## config.mk

```make
export PLATFORM = sky130hd
export DESIGN_NAME = apb_uart_regif
export DESIGN_NICKNAME = d
export VERILOG_FILES = /design/src/rtl/apb_uart_regif.sv
export SDC_FILE = /design/constraint.sdc
export NUM_CORES = 1
export LEC_CHECK = 0
export BUFFER_PORTS_ARGS = -buffer_cell sky130_fd_sc_hd__clkbuf_2
export CORE_ASPECT_RATIO = 1.1
export CORE_MARGIN = 5
export CORE_UTILIZATION = 39
export CTS_BUF_LIST = sky130_fd_sc_hd__clkbuf_4 sky130_fd_sc_hd__clkbuf_8
export DETAILED_ROUTE_END_ITERATION = 7
export PLACE_DENSITY = 0.85
export SETUP_SLACK_MARGIN = 0.4
export SLEW_MARGIN = 25
export SYNTH_ARGS = -nofsm -noshare
export SYNTH_HDL_FRONTEND = slang
export SYNTH_SLANG_ARGS = --single-unit
```

## constraint.sdc

```tcl
create_clock -name clk -period 3.7 [get_ports clk]
set_clock_uncertainty 0.1 [all_clocks]
set_input_delay 0 -clock clk [delete_from_list [all_inputs] [get_ports clk]]
set_output_delay 0 -clock clk [all_outputs]
set_load 0.05 [all_outputs]
```

## src/rtl/apb_uart_regif.sv

```systemverilog
// apb_uart_regif
// APB3 slave register interface for a small UART. It exposes a control
// register, a transmit data port, a receive data port and a status word,
// and turns APB transfers into TX FIFO pushes and RX FIFO pops.
//
// Ports:
//   clk, rst          - system/APB clock, synchronous active-high reset
//   psel, penable,
//   pwrite, paddr,
//   pwdata            - APB3 request
//   prdata, pready,
//   pslverr           - APB3 response
//   wren, tx_data     - TX FIFO push strobe and byte
//   rden, rx_data     - RX FIFO pop strobe and head byte
//   uart_ctrl_reg     - stored CTRL value ([0] tx_en, [1] reserved,
//                       [4:2] baud_sel, [5] loopback)
//   uart_status       - live UART status word
module apb_uart_regif #(
  parameter int          ADDR_WIDTH = 4,
  parameter logic [5:0]  CTRL_RST   = 6'b000000
) (
  input  logic                  clk,
  input  logic                  rst,
  input  logic                  psel,
  input  logic                  penable,
  input  logic                  pwrite,
  input  logic [ADDR_WIDTH-1:0] paddr,
  input  logic [31:0]           pwdata,
  output logic [31:0]           prdata,
  output logic                  pready,
  output logic                  pslverr,
  output logic                  wren,
  output logic [7:0]            tx_data,
  output logic                  rden,
  input  logic [7:0]            rx_data,
  output logic [5:0]            uart_ctrl_reg,
  input  logic [7:0]            uart_status
);

  typedef enum logic [1:0] {IDLE, RD_POP, RD_DATA} state_t;

  localparam logic [1:0] IDX_CTRL   = 2'd0;
  localparam logic [1:0] IDX_TXDATA = 2'd1;
  localparam logic [1:0] IDX_RXDATA = 2'd2;
  localparam logic [1:0] IDX_STATUS = 2'd3;

  state_t     state;
  logic [5:0] ctrl;
  logic       wren_q;

  logic       access;
  logic       addr_ok;
  logic [1:0] idx;
  logic       err;
  logic       rx_rd;
  logic       idle_done;
  logic       ctrl_wr;
  logic       tx_wr;
  logic       unused_bits;

  // Address decode and transfer classification. Only word-aligned offsets
  // up to 0xC are legal; any higher address bit being set is out of range.
  // The RXDATA read is the only access that does not finish in the first
  // access cycle, so it is split out as rx_rd and excluded from idle_done.
  always_comb begin
    access    = psel & penable;
    idx       = paddr[3:2];
    addr_ok   = (paddr[1:0] == 2'b00) && (32'(paddr) <= 32'd12);
    err       = !addr_ok
              || (pwrite && (idx == IDX_RXDATA || idx == IDX_STATUS))
              || (!pwrite && idx == IDX_TXDATA);
    rx_rd     = access && (state == IDLE) && !err && !pwrite && (idx == IDX_RXDATA);
    idle_done = access && (state == IDLE) && !rx_rd;
    ctrl_wr   = idle_done && !err && pwrite && (idx == IDX_CTRL);
    tx_wr     = idle_done && !err && pwrite && (idx == IDX_TXDATA);
  end

  assign unused_bits = ^pwdata[31:8];

  // Registered state: CTRL storage, TX byte capture, the one-cycle push
  // strobe and the RXDATA read sequencer. The sequencer always falls back
  // to IDLE after RD_DATA, and leaves RD_POP early if the master drops
  // psel, so a pop is never repeated for one transfer.
  always_ff @(posedge clk) begin
    if (rst) begin
      state   <= IDLE;
      ctrl    <= CTRL_RST;
      tx_data <= 8'h00;
      wren_q  <= 1'b0;
    end else begin
      wren_q <= tx_wr;
      if (ctrl_wr) ctrl <= pwdata[5:0];
      if (tx_wr) tx_data <= pwdata[7:0];
      case (state)
        IDLE:    if (rx_rd) state <= RD_POP;
        RD_POP:  state <= psel ? RD_DATA : IDLE;
        RD_DATA: state <= IDLE;
        default: state <= IDLE;
      endcase
    end
  end

  // Response path. Everything is forced to its idle value while rst is
  // high so a reset in the middle of a transfer cannot leak a pop, a push
  // or a stale read value. prdata is only non-zero in the completing cycle
  // of a legal read.
  always_comb begin
    pready  = 1'b1;
    pslverr = 1'b0;
    prdata  = 32'h0;
    rden    = 1'b0;
    wren    = 1'b0;
    if (!rst) begin
      wren = wren_q;
      rden = (state == RD_POP);
      case (state)
        IDLE:    pready = !rx_rd;
        RD_POP:  pready = 1'b0;
        default: pready = 1'b1;
      endcase
      pslverr = idle_done && err;
      if (idle_done && !err && !pwrite) begin
        if (idx == IDX_CTRL)        prdata = {26'h0, ctrl};
        else if (idx == IDX_STATUS) prdata = {24'h0, uart_status};
      end else if (state == RD_DATA && access) begin
        prdata = {24'h0, rx_data};
      end
    end
  end

  assign uart_ctrl_reg = ctrl;

endmodule

```

==> metrics, run 1 <==
status complete, no violations; antenna cells 0; Final Setup Violations 0; Yosys top cell area share 32.4%; Most Crowded Layer GR met2; Core Region 2540 um^2; clk slew on worst S/H paths 0.08 ns; H-tree depth 1; Avg WL per Cell 12.4 um; post-synthesis sequential area ratio 32.4%; CP endpoint kind output pin; CTS tree done; CP arrival 1.91 ns; gpl congestion 0.741; DR vias/cell 4.56; largest stage delay on the critical path 0.67 ns; Die Ht 64.4 um; slowest CP cell nor4b_2; max reg flops 8; crit-path max FO 8; Initial Util 41.3%; setup bufs post-CTS 0; final WL 2690 um; die area 3830 um^2; Num Clock Sinks 17; CTS Buf Count 3; CP required 3.60 ns; Tmin final 2.01 ns; Worst Setup Start Kind input port; DRT antenna net count 0; FMAX 498 MHz; synthesized cell area 1050 um^2; worst-path cell chain dlygate4sd3_1 -> clkbuf_2 -> nand2_1 -> nor4b_2 -> a22o_1 -> clkbuf_2; Synth Register Bits 17; # IOs 107; met1 Track Usage GR 15.1%; final layout net count 243; synth top area cells dfxtp_1 32%, buf_4 17%, mux2i_1 13%; drt first pass iters 4; pwr dens 277 nW/um^2; maxcap violations 0; CP most frequent cell clkbuf_2; clock tree buffer depth 2; initial antenna violation count 0; Initial DRC Count 17; first-pass GRT wire length 4200 um; Total Routing Usage GR 13.9%; DR vias 984; clock latency on the worst-skew pair 0.28 ns; Port Buffers 58; VDD IR max 277 uV; grt ovf 0; Tcrit/Tclk final 54.3%; relative slew slack 47.2%; post_cts resized 0; Gate Count Post-Synth 118; most frequent cells in the layout 58 x clkbuf_2, 24 x conb_1, 17 x dfxtp_1; Hold Buf Count CTS 10; Setup TNS 0 ns; Final HPWL DP 2100 um; grt met3 use 4.37%; share of cells above drive strength 1 36.2%; DIE WIDTH 59.5 um; FP Rows 19; Fin. Hold Viols 0; commonest non-fill, non-tap cell in the layout clkbuf_2; RSZ-0062 raised after global routing false; leakage 0.000710 uW; Ys Warns 0; distinct cell type count after synthesis 25; Residual DRC 0; Synth-to-Final Area Change 32.4%; Worst-Margin Slew 0.790 ns; largest area contributor in the netlist dfxtp_1; Post-Place Setup Slack 1.94 ns; worst min-delay path category input port to flip-flop; Final Max Slew Viols 0; critical path class input port to output pin; largest net degree at the start of global routing 19; Mean Syn Cell Area 8.90 um^2; vias in the first global route 909; Root Buffer clkbuf_4; Finished Layout Cells 216; met2 Use GR 24.9%; placed instance count 202; Worst Slack Setup Final 1.69 ns
[critical path, delay by kind of cell]
kind                   cells  cell delay [ns]
and+or+nand+nor            2             0.75
buffers and inverters      3             0.91
AOI/OAI and AO/OA          1             0.25
[through the flow]
step                      cell area, um^2  hold WS (ns)  total power (uW)  util (%)
after CTS                            1390        0.0235               384      54.6
after detailed placement             1260         0.141               285      49.6
after global routing                 1390        0.0404               399      54.6
after floorplan                      1140        0.0217               281         -
after global placement               1260         0.135               284      49.6
final                                1390        0.0174               385      54.6
[worst paths after layout]
kind | from | to | slack [ns] | cells past startpoint
hold / removal | paddr[0] | wren_q$_SDFF_PP0_ | 0.02 | 3
hold reg to reg | tx_data[5]$_SDFFE_PP0P_ | tx_data[5]$_SDFFE_PP0P_ | 0.42 | 2
setup / recovery | psel | prdata[6] | 1.69 | 6
setup reg to reg | state[1]$_SDFFE_PP0P_ | tx_data[6]$_SDFFE_PP0P_ | 1.90 | 4
[metal layers]
metal / share of wire (%) / wire [um]
met5: 0 / 0
met4: 1.6 / 42
met3: 15 / 402
met2: 48 / 1290
met1: 36 / 956
[cell families (layout without fill, tap and decap cells)]
group	after synthesis	after routing	synth area share [%]
other cells	1	24	0.357
buf+inv	28	72	19.3
simple gates	42	42	23.5
mux	14	14	13.3
compound gates	15	15	10.2
xor+xnor	1	1	0.834
flops	17	17	32.4
[cell type report]
| class | instances | area, um^2 |
|---|---|---|
| Fill cell | 222 | 1150 |
| Clock inverter | 1 | 5.00 |
| Sequential cell | 17 | 340 |
| Timing Repair Buffer | 68 | 390 |
| Clock buffer | 3 | 22.5 |
| Tap cell | 31 | 38.8 |
| Multi-Input combinational cell | 96 | 593 |
[synthesized netlist by cell type, drive strengths merged]
master   number
a22o          2
nor3b         2
nand2         7
nor4b         1
a2111oi       1
nor2b         2
and4b         1
xnor2         1
nand3         1
conb          1
dfxtp        17
buf          25
nor4          2
and4          3
o21ai         6
nor2         16
mux2i        14
clkbuf        3
and2b         2
nand4         1
nor3          1
and2          3
a22oi         6
[report_power, final]
part           switching, uW  total [uW]  internal, uW
Combinational           79.2         106          26.7
Clock                   54.6        94.8          40.2
Sequential             0.457         184           184
(Power assumes the default switching activity.)
==> run 2: changes to the inputs <==
CORE_UTILIZATION = 36   (was 39)
PLACE_DENSITY = 0.79   (was 0.85)
clock period = 1.9 ns   (was 3.7 ns; I/O delays follow)
==> run 2 against run 1 <==
Non-clock buffer count rose by 11. Power rose by 100%. Register-to-register slack got worse by 1.7 ns. Largest cell class unchanged. Highest routed layer unchanged. Global-route usage rose by 1.6 points. Clock power rose by 110%. Critical endpoint unchanged.
==> metrics, run 2 (synthesis gave the netlist of run 1 again) <==
status complete, no violations; Core Region 2780 um^2 (+9.2%); Post-Place Setup Slack 0.239 ns (-1.70 ns); DR vias/cell 4.67 (+2.5%); CP startpoint state[0]$_SDFFE_PP0P_; Worst Slack Setup Final 0.147 ns (-1.54 ns); Worst Setup Start Kind flip-flop; crit path to prdata[6]; final layout net count 254 (+4.5%); max reg flops 8 (unchanged); critical path class flip-flop to output pin; share of cells above drive strength 1 45.4% (+9.2 points); Reg2Reg Launch Point state[0]$_SDFFE_PP0P_; Initial Util 37.8% (-3.5 points); Total Routing Usage GR 15.4% (+1.6 points); final instance area 1730 um^2 (+24%); maxcap violations 0 (unchanged); antenna cells 0 (unchanged); FF-to-FF path depth 6 (+2); die area 4100 um^2 (+7.0%); final hold slack 0.0328 ns (+0.0154 ns); most frequent cells in the layout 48 x clkbuf_2, 24 x conb_1, 15 x nor2_1, 15 x dfxtp_1, 13 x mux2i_1; reg-to-reg endpoint tx_data[6]$_SDFFE_PP0P_; leakage 0.000814 uW (+15%); post-layout util 62.1% (+7.5 points); DRT antenna net count 0 (unchanged); Root Buffer clkbuf_4; Port Buffers 58 (unchanged); vias in the first global route 1,038 (+14%); worst min-delay path category input port to flip-flop; RSZ-0062 raised after global routing true; pwr dens 455 nW/um^2 (+64%); Tmin final 1.75 ns; CTS Buf Count 3 (unchanged); CP arrival 1.65 ns (-0.26 ns); Final Max Slew Viols 0 (unchanged); DR vias 1,069 (+8.6%); CP required 1.80 ns (-1.80 ns); Residual DRC 0 (unchanged); CP endpoint kind output pin; first-pass GRT wire length 4780 um (+14%); DIE WIDTH 61.5 um (+3.4%); Placed Area 1400 um^2 (+11%); Setup TNS 0 ns (unchanged); crit-path max FO 8 (unchanged); H-tree depth 1 (unchanged); Final HPWL DP 2250 um (+7.2%); Fin. Hold Viols 0 (unchanged); Die Ht 66.6 um (+3.4%); Tcrit/Tclk final 92.2%; FP Rows 20 (+1); clk slew on worst S/H paths 0.09 ns (about the same); Reg2Reg Setup Slack 0.21 ns (-1.69 ns); Avg WL per Cell 13.8 um (+11%); commonest non-fill, non-tap cell in the layout clkbuf_2; final WL 3170 um (+18%); gpl congestion 0.812 (+9.6%); Final Setup Violations 0 (unchanged); clock latency on the worst-skew pair 0.29 ns (about the same); Synth-to-Final Area Change 64.4%; initial antenna violation count 0 (unchanged); drt first pass iters 4 (unchanged); grt ovf 0 (unchanged); VDD IR max 469 uV (+69%); largest net degree at the start of global routing 15 (-4); CTS tree done; clock tree buffer depth 2 (unchanged); FMAX 571 MHz; # IOs 107 (unchanged); Num Clock Sinks 17 (unchanged); Initial DRC Count 10 (-7)
-- run 2: report_power, final --
group / internal, uW / leakage, uW / switching, uW
combinational: 64.2 / 0.000658 / 168
sequential: 355 / 0.000139 / 0.940
clock: 78.5 / 0.0000177 / 118
total: 497 / 0.000814 / 287
-- run 2: worst max-delay path: stages (launching register included) --
cell and delay [ns]:
dfxtp_4 0.37, buf_6 0.13, nor4b_2 0.32, buf_4 0.21, a22o_1 0.18, buf_8 0.15
-- run 2: area by class of cell --
class	instances	area, um^2
Fill cell	247	1050
Multi-Input combinational cell	96	717
Timing Repair Buffer	79	592
Sequential cell	17	348
Tap cell	33	41.3
Clock buffer	3	22.5
Clock inverter	1	5.00
-- run 2: per-stage QoR --
| step | std cells | power, uW |
|---|---|---|
| 5_1_grt | 229 | 827 |
| 4_1_cts | 225 | 777 |
| 3_3_place_gp | 208 | 565 |
| 6_report | 229 | 785 |
| 3_5_place_dp | 208 | 566 |
| 2_1_floorplan | 141 | 554 |
-- run 2: how the worst min path moves through the flow --
stage / startpoint / depth (start not counted) / to / slack (ns)
after detailed placement: psel / 2 / state[1]$_SDFFE_PP0P_ / 0.15
after global placement: pwdata[6] / 3 / tx_data[6]$_SDFFE_PP0P_ / 0.13
after floorplan: psel / 1 / state[1]$_SDFFE_PP0P_ / 0.02
final: paddr[3] / 2 / state[0]$_SDFFE_PP0P_ / 0.03
after CTS: rst / 3 / state[1]$_SDFFE_PP0P_ / 0.03
after global routing: paddr[3] / 2 / state[0]$_SDFFE_PP0P_ / 0.04
-- run 2: routing by layer --
| metal | share of wire, % | vias to the layer above | track usage (%) |
|---|---|---|---|
| met3 | 11 | 7 | 3.68 |
| met5 | 0 | - | 0 |
| li1 | - | 519 | - |
| met1 | 35 | 487 | 17.1 |
| met4 | 2.1 | 0 | 6.63 |
| met2 | 51 | 56 | 27.1 |
-- run 2: repair_timing --
item / in CTS / in global routing
setup endpoints to repair: 24 / 24
hold buffers: 11 / 0
endpoints found under the hold margin: 17 / 0
gates resized for setup: 25 / 15
buffers inserted: 2 / 4
pin swaps: 10 / 10
==> run 3: changes to the inputs <==
SETUP_SLACK_MARGIN = 0.1   (was 0.4)
==> run 3 against run 2 <==
Wire length fell by 12%. Combinational power fell by 6%. Critical path type unchanged. Largest cell class unchanged. Global-route usage fell by 2.2 points. Power fell by 2.1%. Critical path depth did not move. Core utilization fell by 7.9 points. Sequential cell count did not move. Fmax rose by 1.4%. Setup slack improved by 0.024 ns. Hold slack got worse by 0.017 ns. Cell count fell by 2.6%. Non-clock buffer count fell by 6.
==> metrics, run 3 (synthesis gave the netlist of run 1 again) <==
crit-path max FO 4 (-4); Placed Area 1300 um^2 (-6.8%); Initial DRC Count 14 (+4); largest net degree at the start of global routing 18 (+3); max reg flops 8 (unchanged); DIE WIDTH 61.5 um (unchanged); worst hold path depth 3 (+1); CP required 1.80 ns (about the same); Tcrit/Tclk final 91.0% (-1.3 points); Initial Util 37.8% (unchanged); H-tree depth 1 (unchanged); DR vias/cell 4.63 (-0.77%); Reg2Reg Setup Slack 0.22 ns (about the same); Synth-to-Final Area Change 43.4%; DR vias 1,033 (-3.4%); CP arrival 1.63 ns (-0.02 ns); final instance area 1510 um^2 (-13%); most frequent cells in the layout 49 x clkbuf_2, 24 x conb_1, 16 x nor2_1, 16 x dfxtp_1, 14 x mux2i_1; post-layout util 54.2% (-7.9 points); Root Buffer clkbuf_4; Worst Slack Setup Final 0.172 ns (+0.0244 ns); # fillers 248 (+0.40%); DRT antenna net count 0 (unchanged); CP endpoint kind output pin; Multi-input gate area 622 um^2 (-13%); Total Routing Usage GR 13.2% (-2.2 points); CTS Buf Count 3 (unchanged); FF-to-FF path depth 5 (-1); Reg2Reg Launch Point state[1]$_SDFFE_PP0P_; leakage 0.000761 uW (-6.6%); initial antenna violation count 0 (unchanged); VDD IR max 447 uV (-4.6%); clock latency on the worst-skew pair 0.29 ns (about the same); grt ovf 0 (unchanged); antenna cells 0 (unchanged); Core Region 2780 um^2 (unchanged); hold path endpoint wren_q$_SDFF_PP0_; worst min-delay path category input port to flip-flop; share of cells above drive strength 1 40.0% (-5.4 points); Num Clock Sinks 17 (unchanged); Post-Place Setup Slack 0.306 ns (+0.0667 ns); clock tree buffer depth 2 (unchanged); Die Ht 66.6 um (unchanged); Avg WL per Cell 12.4 um (-10%); die area 4100 um^2 (unchanged); drt first pass iters 4 (unchanged); vias in the first global route 946 (-8.9%); commonest non-fill, non-tap cell in the layout clkbuf_2; Fin. Hold Viols 0 (unchanged); pwr dens 510 nW/um^2 (+12%); Final Setup Violations 0 (unchanged); maxcap violations 0 (unchanged); final WL 2770 um (-12%); FP Rows 20 (unchanged); Tmin final 1.73 ns (-0.0244 ns); FMAX 579 MHz (+1.4%); gpl congestion 0.791 (-2.6%); Worst Setup Start Kind flip-flop; Final Max Slew Viols 0 (unchanged); Setup TNS 0 ns (unchanged); final layout net count 248 (-2.4%); register area 342 um^2 (-1.8%); first-pass GRT wire length 4120 um (-14%); Port Buffers 58 (unchanged); CTS tree done; hold path startpoint paddr[0]; status complete, no violations; # IOs 107 (unchanged); reg-to-reg endpoint tx_data[0]$_SDFFE_PP0P_; clk slew on worst S/H paths 0.09 ns (about the same); Residual DRC 0 (unchanged); Final HPWL DP 2180 um (-3.2%); critical path class flip-flop to output pin; RSZ-0062 raised after global routing true
-- run 3: per-stage QoR --
step	hold WS [ns]	instances	power (uW)
global route	0.0279	223	801
floorplan	0.0217	141	547
global placement	0.133	208	557
CTS	0.00346	223	768
detailed placement	0.133	208	558
finish	0.0154	223	768
-- run 3: critical path: stages (launching register included) --
cell and delay (ns):
dfxtp_2 0.36, nor4_4 0.28, buf_4 0.16, and4_4 0.22, a22o_1 0.13, clkbuf_8 0.18
-- run 3: repair_timing --
item,in CTS,in global routing
endpoints found under the hold margin,17,0
pin swaps,1,2
gates resized for setup,10,10
endpoints found under the setup margin,8,9
hold buffers,11,0
cloned,0,0
setup buffers,0,0
-- run 3: report_power, final --
group | internal (uW) | total, uW | leakage, uW | switching (uW)
combinational | 59.3 | 218 | 0.000606 | 158
clock | 78.5 | 192 | 0.0000177 | 114
sequential | 357 | 358 | 0.000137 | 0.967
-- run 3: metal layers --
metal / GRT usage, % / vias to the layer above / part of all wire (%)
met5: 0 / - / 0
met4: 4.77 / 0 / 0.94
met3: 3.10 / 2 / 12
met2: 22.0 / 58 / 49
met1: 16.2 / 467 / 38
li1: - / 506 / -
-- run 3: worst max path at each step --
stage                     depth (start not counted)                      end  slack (ns)                  start
after global routing                              5                prdata[7]        0.09  state[0]$_SDFFE_PP0P_
after detailed placement                          5  tx_data[6]$_SDFFE_PP0P_        0.31  state[1]$_SDFFE_PP0P_
after floorplan                                   3                prdata[1]       -0.23  state[1]$_SDFFE_PP0P_
after global placement                            5  tx_data[7]$_SDFFE_PP0P_        0.31  state[1]$_SDFFE_PP0P_
after CTS                                         4                prdata[5]        0.08  state[0]$_SDFFE_PP0P_
final                                             5                prdata[6]        0.17  state[0]$_SDFFE_PP0P_
-- run 3: layout make-up --
cell class	instances	share of cell area, %
multi-input cells	96	41.3
clock buffers	3	1.50
well taps	33	2.74
repair buffers	73	31.4
flip-flops and latches	17	22.7
clock inverters	1	0.333
